<file path="config.mk">
export PLATFORM = sky130hd
export DESIGN_NAME = a2b_ctrl
export DESIGN_NICKNAME = d
export VERILOG_FILES = /design/src/rtl/a2b_ctrl.sv
export SDC_FILE = /design/constraint.sdc
export NUM_CORES = 1
export LEC_CHECK = 0
export ABC_AREA = 1
export CAP_MARGIN = 20
export CORE_ASPECT_RATIO = 1.75
export CORE_MARGIN = 1.5
export CORE_UTILIZATION = 48
export CTS_CLUSTER_DIAMETER = 40
export DETAILED_ROUTE_END_ITERATION = 6
export PLACE_DENSITY = 0.86
export SYNTH_ARGS = -nofsm -noshare
export SYNTH_HDL_FRONTEND = slang
export SYNTH_SLANG_ARGS = --single-unit
</file>
<file path="constraint.sdc">
create_clock -name clk_i -period 8.5 [get_ports clk_i]
set_input_delay 1.7 -clock clk_i [delete_from_list [all_inputs] [get_ports clk_i]]
set_output_delay 1.7 -clock clk_i [all_outputs]
set_load 0.005 [all_outputs]
</file>
<file path="src/rtl/a2b_ctrl.sv">
// Sequencing front-end for the CGV14 arithmetic-to-Boolean converter: accepts masked
// shares, draws the converter's randomness from an xorshift32 generator, returns Boolean shares.
module a2b_ctrl #(
  parameter int unsigned k       = 16,
  parameter logic [31:0] SEED    = 32'h2545F491,
  parameter int unsigned TIMEOUT = 15
) (
  input  logic         clk_i,
  input  logic         rst_i,
  input  logic [31:0]  seed_i,
  input  logic         seed_load_i,
  input  logic         in_valid_i,
  output logic         in_ready_o,
  input  logic [k-1:0] A0_i,
  input  logic [k-1:0] A1_i,
  output logic         conv_start_o,
  output logic [k-1:0] conv_A0_o,
  output logic [k-1:0] conv_A1_o,
  output logic [k-1:0] conv_R0_o,
  output logic [k-1:0] conv_R1_o,
  output logic [k-2:0] conv_Rxy_o,
  output logic [k-2:0] conv_Rxc_o,
  output logic [k-2:0] conv_Ryc_o,
  input  logic         conv_finish_i,
  input  logic [k-1:0] conv_B0_i,
  input  logic [k-1:0] conv_B1_i,
  output logic         out_valid_o,
  input  logic         out_ready_i,
  output logic [k-1:0] B0_o,
  output logic [k-1:0] B1_o,
  output logic         err_o,
  output logic [15:0]  count_o
);

  localparam int unsigned RAND_W = 5 * k - 3;
  localparam int unsigned NW     = (RAND_W + 31) / 32;
  localparam int unsigned IW     = (NW > 1) ? $clog2(NW) : 1;
  localparam int unsigned TW     = (TIMEOUT > 1) ? $clog2(TIMEOUT) : 1;

  typedef enum logic [2:0] {S_IDLE, S_GEN, S_START, S_WAIT, S_OUT} state_e;

  function automatic logic [31:0] xs_step(input logic [31:0] x);
    logic [31:0] y;
    y = x ^ (x << 13);
    y = y ^ (y >> 17);
    y = y ^ (y << 5);
    return y;
  endfunction

  state_e           state_q, state_d;
  logic [31:0]      rng_q, rng_d;
  logic [NW*32-1:0] w_q, w_d;
  logic [IW-1:0]    idx_q, idx_d;
  logic [TW-1:0]    tmo_q, tmo_d;
  logic [k-1:0]     a0_q, a0_d, a1_q, a1_d;
  logic [k-1:0]     b0_q, b0_d, b1_q, b1_d;
  logic             err_q, err_d;
  logic [15:0]      cnt_q, cnt_d;

  always_ff @(posedge clk_i or posedge rst_i) begin
    if (rst_i) begin
      state_q <= S_IDLE;
      rng_q   <= SEED;
      w_q     <= '0;
      idx_q   <= '0;
      tmo_q   <= '0;
      a0_q    <= '0;
      a1_q    <= '0;
      b0_q    <= '0;
      b1_q    <= '0;
      err_q   <= 1'b0;
      cnt_q   <= '0;
    end else begin
      state_q <= state_d;
      rng_q   <= rng_d;
      w_q     <= w_d;
      idx_q   <= idx_d;
      tmo_q   <= tmo_d;
      a0_q    <= a0_d;
      a1_q    <= a1_d;
      b0_q    <= b0_d;
      b1_q    <= b1_d;
      err_q   <= err_d;
      cnt_q   <= cnt_d;
    end
  end

  always_comb begin
    state_d = state_q;
    rng_d   = rng_q;
    w_d     = w_q;
    idx_d   = idx_q;
    tmo_d   = tmo_q;
    a0_d    = a0_q;
    a1_d    = a1_q;
    b0_d    = b0_q;
    b1_d    = b1_q;
    err_d   = err_q;
    cnt_d   = cnt_q;
    case (state_q)
      S_IDLE: begin
        // Reseed takes effect on the same edge as an accept, so GEN steps from the new seed.
        if (seed_load_i) rng_d = (seed_i == '0) ? SEED : seed_i;
        if (in_valid_i) begin
          a0_d    = A0_i;
          a1_d    = A1_i;
          err_d   = 1'b0;
          idx_d   = '0;
          state_d = S_GEN;
        end
      end
      S_GEN: begin
        rng_d = xs_step(rng_q);
        for (int i = 0; i < int'(NW); i++) begin
          if (idx_q == IW'(i)) w_d[i*32 +: 32] = rng_d;
        end
        idx_d = idx_q + 1'b1;
        if (idx_q == IW'(NW - 1)) state_d = S_START;
      end
      S_START: begin
        tmo_d   = '0;
        state_d = S_WAIT;
      end
      S_WAIT: begin
        if (conv_finish_i) begin
          b0_d    = conv_B0_i;
          b1_d    = conv_B1_i;
          cnt_d   = cnt_q + 16'd1;
          state_d = S_OUT;
        end else if (tmo_q == TW'(TIMEOUT - 1)) begin
          err_d   = 1'b1;
          state_d = S_IDLE;
        end else begin
          tmo_d = tmo_q + 1'b1;
        end
      end
      S_OUT: begin
        if (out_ready_i) state_d = S_IDLE;
      end
      default: state_d = S_IDLE;
    endcase
  end

  always_comb begin
    in_ready_o   = (state_q == S_IDLE);
    conv_start_o = (state_q == S_START);
    out_valid_o  = (state_q == S_OUT);
  end

  // Randomness slices: {Ryc, Rxc, Rxy, R1, R0} is the low RAND_W bits of {w(NW-1)..w0}.
  assign conv_R0_o  = w_q[k-1:0];
  assign conv_R1_o  = w_q[2*k-1:k];
  assign conv_Rxy_o = w_q[3*k-2:2*k];
  assign conv_Rxc_o = w_q[4*k-3:3*k-1];
  assign conv_Ryc_o = w_q[5*k-4:4*k-2];

  assign conv_A0_o = a0_q;
  assign conv_A1_o = a1_q;
  assign B0_o      = b0_q;
  assign B1_o      = b1_q;
  assign err_o     = err_q;
  assign count_o   = cnt_q;

  if (NW * 32 > RAND_W) begin : g_pad
    logic unused_pad;
    assign unused_pad = ^w_q[NW*32-1:RAND_W];
  end

endmodule

</file>
---- After elaboration in Yosys (flattened, before gate mapping) ----
Index checks and enable logic that the tools add are counted.
word-level totals
  RAM bits ................................ 0
  memory bits (read-only) ................. 0
  word-level logic and storage cells ...... 68
  output and inout port bits .............. 161
  flip-flop bits (word level) ............. 199
  input bits .............................. 102
  bits in latches ......................... 0
  memories kept ........................... 0
operators by class
  order comparisons ....................... 0
  multipliers ............................. 0
  $add $sub $neg .......................... 3
  reduce and logical (&&, ||, !) cells .... 16
  div/mod/pow operators ................... 0
  muxes and demuxes ....................... 18
  bitwise operators ....................... 3
  shifts and indexed selects .............. 0
  eq/ne operators ......................... 15
operator list
  operator               number
  $mux 32                2
  $pmux 32 s2            1
  $xor 32x32->32         2
  $logic_not 32->1       1
  $xor 32x15->32         1
  $add 16x1->16 const B  1
  $mux 3                 5
  $pmux 3 s5             1
  $reduce_and 2->1       7
  $ne 2x2->1 const B     6
  $mux 4                 2
  $pmux 4 s2             1
  $reduce_and 4->1       2
  $eq 3x2->1 const B     2
  $reduce_bool 2->1      3
  $add 4x1->4 const B    1
  $eq 4x4->1 const B     1
  $pmux 2 s2             1
  $eq 3x1->1 const B     1
  $eq 3x3->1 const B     1
  $logic_not 3->1        1
  $mux 1                 3
  $ne 3x3->1 const B     1
  $reduce_and 3->1       1
  other kinds (7)        7

---- Depth between registers and ports, before layout ----
  word-level depth ........................ 4
  gate-level depth with buffers ........... 10
  gate-level depth less buffers ........... 10

---- Worst setup path before layout ----
OpenSTA, ideal clock, no wires.
  path kind ............................... input to register
  start point ............................. in seed_i[6]
  end point ............................... reg rng_q[0]
  path slack .............................. 5.890 ns
  buffers on the path ..................... 1
  stages .................................. 8
  required time ........................... 8.421 ns
  setup time .............................. 0.079 ns
  arrival time ............................ 2.531 ns
  path through ............................ nor2_1 -> nand2_1 -> nor2_1 -> nand2_1 -> nor2_1 -> clkbuf_1 -> nor2_1 -> o21ai_0
on the way
  word-level cells in the longest chain between the ends .. 4
RTL lines
  element               line  RTL
  start, declared       10    input logic [31:0] seed_i,
  $logic_not 32->1      103   if (seed_load_i) rng_d = (seed_i == '0) ? SEED : seed_i;
  $mux 32 (2 in a row)  103
  $pmux 32 s2           100   case (state_q)
  end signal, assigned  75    rng_q <= rng_d;
  end, declared         51    logic [31:0] rng_q, rng_d;
No other way between the ends. The select of a mux whose other input is x is not followed.
A chain may end at the register's enable or synchronous reset.

---- Worst setup path after layout ----
  start point ............................. reg state_q[0]
  end point ............................... out in_ready_o
on the way
  word-level cells in the longest chain between the ends .. 1
RTL lines
  element                 line  RTL
  start, declared         50    state_e state_q, state_d;
  start signal, assigned  74    state_q <= state_d;
  $logic_not 3->1         145   in_ready_o = (state_q == S_IDLE);
  end, declared           13    output logic in_ready_o,
No other way between the ends.

==> impl_results.md <==
- Drt drc: 0
- RePlAce Congestion: 0.943
- Clk Latency, worst-skew pair: 440 ps
- Pin count of the biggest net entering global routing: 122
- Post-CTS setup buffer count: 0
- Total GRT Usage: 0.286
- Post-Synth Adder-Cell Area: 0.00823
- Max stage delay cell, worst path: clkdlybuf4s50_1
- Worst-Margin Slew: 1050 ps
- Clk buf depth: 2
- Syn. warnings: 0
- Vias in the first global route: 8593
- DR WL/cell: 16.5 µm
- Period utilisation layout: 0.417
- Multi-input logic area: 0.00367 mm²
- Max cap viols: 0
- Initial Util: 0.491
- Tot Pwr: 5120 µW
- Clock Pin Slew Worst Setup and Hold Paths: 80 ps
- Hold Path Cell Cnt: 2
- Maximum clock rate: 282 MHz
- CP Buf/Inv Count: 2
- Cell count after synthesis: 1150
- Setup TNS Final: 0 ps
- Clock tree from TritonCTS: yes
- Worst Reg-to-Reg Cells: 8
- Seq/Total Area, Yosys: 0.548
- Power Density: 408 mW/mm²
- Simple-gate share of the synthesized area: 0.309
- Total wire length: 27300 µm
- Setup violators final: 0
- Post-synth EDFFs: 0
- Worst rel slew slack: 0.297
- Outcome: completed
- TritonCTS Buffers: 17
- Post-synth top flop: dfrtp_1
- Critical Path Start Type: flop
- WP data required: 6800 ps
- Syn nets: 1258
- First-pass GRT wire length: 43300 µm
- Synthesized-area fraction occupied by xor and xnor cells: 0.0355
- Critical Path Stages: 4
- Root buffer cell: clkbuf_16
- Hold Crit Class: flop to flop
- Crit-path max cell delay: 530 ps
- Crit path cell chain: nor2_1, nand2_1, inv_1, clkdlybuf4s50_1
- Total clock sinks: 199
- # hold bufs at CTS: 0
- #FFs+latches synth: 199
- Die Wd: 107 µm
- Number of port buffers: 262
- Row count: 66
- Setup crit end kind: output pin
- Initial DRC count: 464
- Worst EP arrival: 1840 ps
- Post-cts resize count: 0
- Largest family of logic cells by synthesized area: simple AND/OR/NAND/NOR gates
- Pins over their slew limit: 0
- TritonRoute pass-1 iters: 5
- Global route overflow: 0
- Final Hold Vio Count: 0
- Mapped Area: 0.00912 mm²
- Tmin final: 3540 ps
- Post-synthesis compound-gate area fraction: 0.0504
- Fin Hold WS: 473 ps
- Io pins: 263
- Fillers: 1536
- Max Fanout on Critical Path: 6
- HPWL after detailed placement: 19700 µm
- Post-synth cell types: 27
- Die Area: 0.0199 mm²
- P&R area growth vs syn: 37.7%
- Core area: 0.0186 mm²
- Share of cells above drive strength 1: 0.0466
- DIE HEIGHT: 185 µm
- Crit path kind: flop to output pin
- Remaining antenna violation count: 0
- CTS H-Tree Depth: 4
- Register area: 0.00500 mm²
- Via Count: 8570
- Synth async-reset ratio: 1.00
- Nets: 1510
- Post-synthesis mux area share: 0
- VDD IR-drop max: 222 µV
- Final antenna diode count: 0
- Leakage: 0.00622 µW
- Worst Skew: 9.73 ps
- Vias/cell: 5.18
- Top Family by Delay on Critical Path: buffers and inverters
- Initial antenna violation count: 0
- RSZ-0062 raised after global routing: false
- Mapped Avg Cell Area: 7.93 µm²
-- Yosys cell counts, types with 3 or more instances --
cell,number,area (µm²)
nand3_1,52,260
ha_1,6,75.1
dfrtp_1,185,4630
dfstp_2,14,368
nand3b_1,3,22.5
nor2_1,53,199
nand2_1,581,2180
buf_2,17,85.1
xor2_1,20,175
o21ai_0,53,265
a31oi_1,7,43.8
xnor2_1,17,149
inv_1,73,274
nand4_1,7,43.8
or2_2,3,18.8
a21oi_1,7,35.0
nor3_1,8,40.0
clkbuf_1,22,82.6
o211ai_1,9,67.6
o21bai_1,4,30.0
-- tightest hold or removal path: cells and delay by family, from the launching register on --
kind,cells,cell delay (ps)
and+or+nand+nor,2,90
DFF,1,350
-- cell usage in the layout, fill, tap and decap left out --
master             n
nor2_2             2
nand4_1            7
xnor2_1           17
dfrtp_1          185
nor2_8             1
a21oi_1            7
xor2_1            20
inv_2              2
inv_8              6
ha_1               6
nand2_1          581
bufinv_16          1
nor3_4             1
a22oi_1            1
nor3_1             8
clkinv_2           1
o21ai_1            2
clkdlybuf4s50_1  262
inv_6              3
or2_2              3
a31oi_1            7
o21bai_1           4
clkbuf_16         17
inv_1             72
nand3b_1           3
clkbuf_8           1
and2_1             1
clkinv_8           1
nor2_1            52
dfstp_2           14
clkinv_4           1
clkinvlp_4         2
buf_4             10
o211ai_1           9
o21ai_0           53
nand3_1           52
-- routing by layer --
layer,part of all wire,wire [µm],GRT usage
met5,0,0,0
met1,0.35,9460,0.305
met4,0.053,1440,0.169
met3,0.072,1970,0.0725
met2,0.53,14400,0.504
-- kinds of logic (layout without fill, tap and decap cells) --
logic type	count (synthesis)	count (layout)
buf+inv	114	379
xor+xnor	37	37
simple gates	711	711
compound gates	83	83
fa+ha+maj	6	6
flops	199	199
-- layout make-up --
class	count	share of cell area
Clock buffer	18	0.0350
Clock inverter	14	0.0126
Inverter	75	0.0230
Multi-Input combinational cell	837	0.293
Sequential cell	199	0.398
Tap cell	238	0.0237
Timing Repair Buffer	272	0.215
-- worst paths after layout --
kind,from,to,slack (ps)
max,state_q[0],in_ready_o,4960
min,B0_o[2],B0_o[2],470
max reg2reg,state_q[0],w_q[36],6080
min reg2reg,B0_o[2],B0_o[2],470
max in group asynchronous,rst_i,w_q[4],5130
min in group asynchronous,rst_i,conv_A1_o[12],1840
-- sequential cells by signal, summed over array words and instances (netlist names), 2 cells and up --
signal,count
rng_q,32
state_q,3
B0_o,16
tmo_q,4
idx_q,2
B1_o,16
conv_A0_o,16
conv_A1_o,16
count_o,16
w_q,77
-- report_power, final --
group          switching, µW  leakage [µW]  internal [µW]
Clock                    395      0.000290            428
Sequential               292       0.00247           1400
Combinational           1490       0.00347           1120
Total                   2170       0.00622           2950
-- through the flow --
step,worst slack (ps),util,std cells,instance area (µm²)
after floorplan,1400,-,1150,9120
after global placement,4660,0.644,1621,12000
after detailed placement,4580,0.644,1621,12000
after CTS,4950,0.676,1653,12600
after global routing,4770,0.676,1653,12600
final,4960,0.676,1653,12600
(Power assumes the default switching activity.)
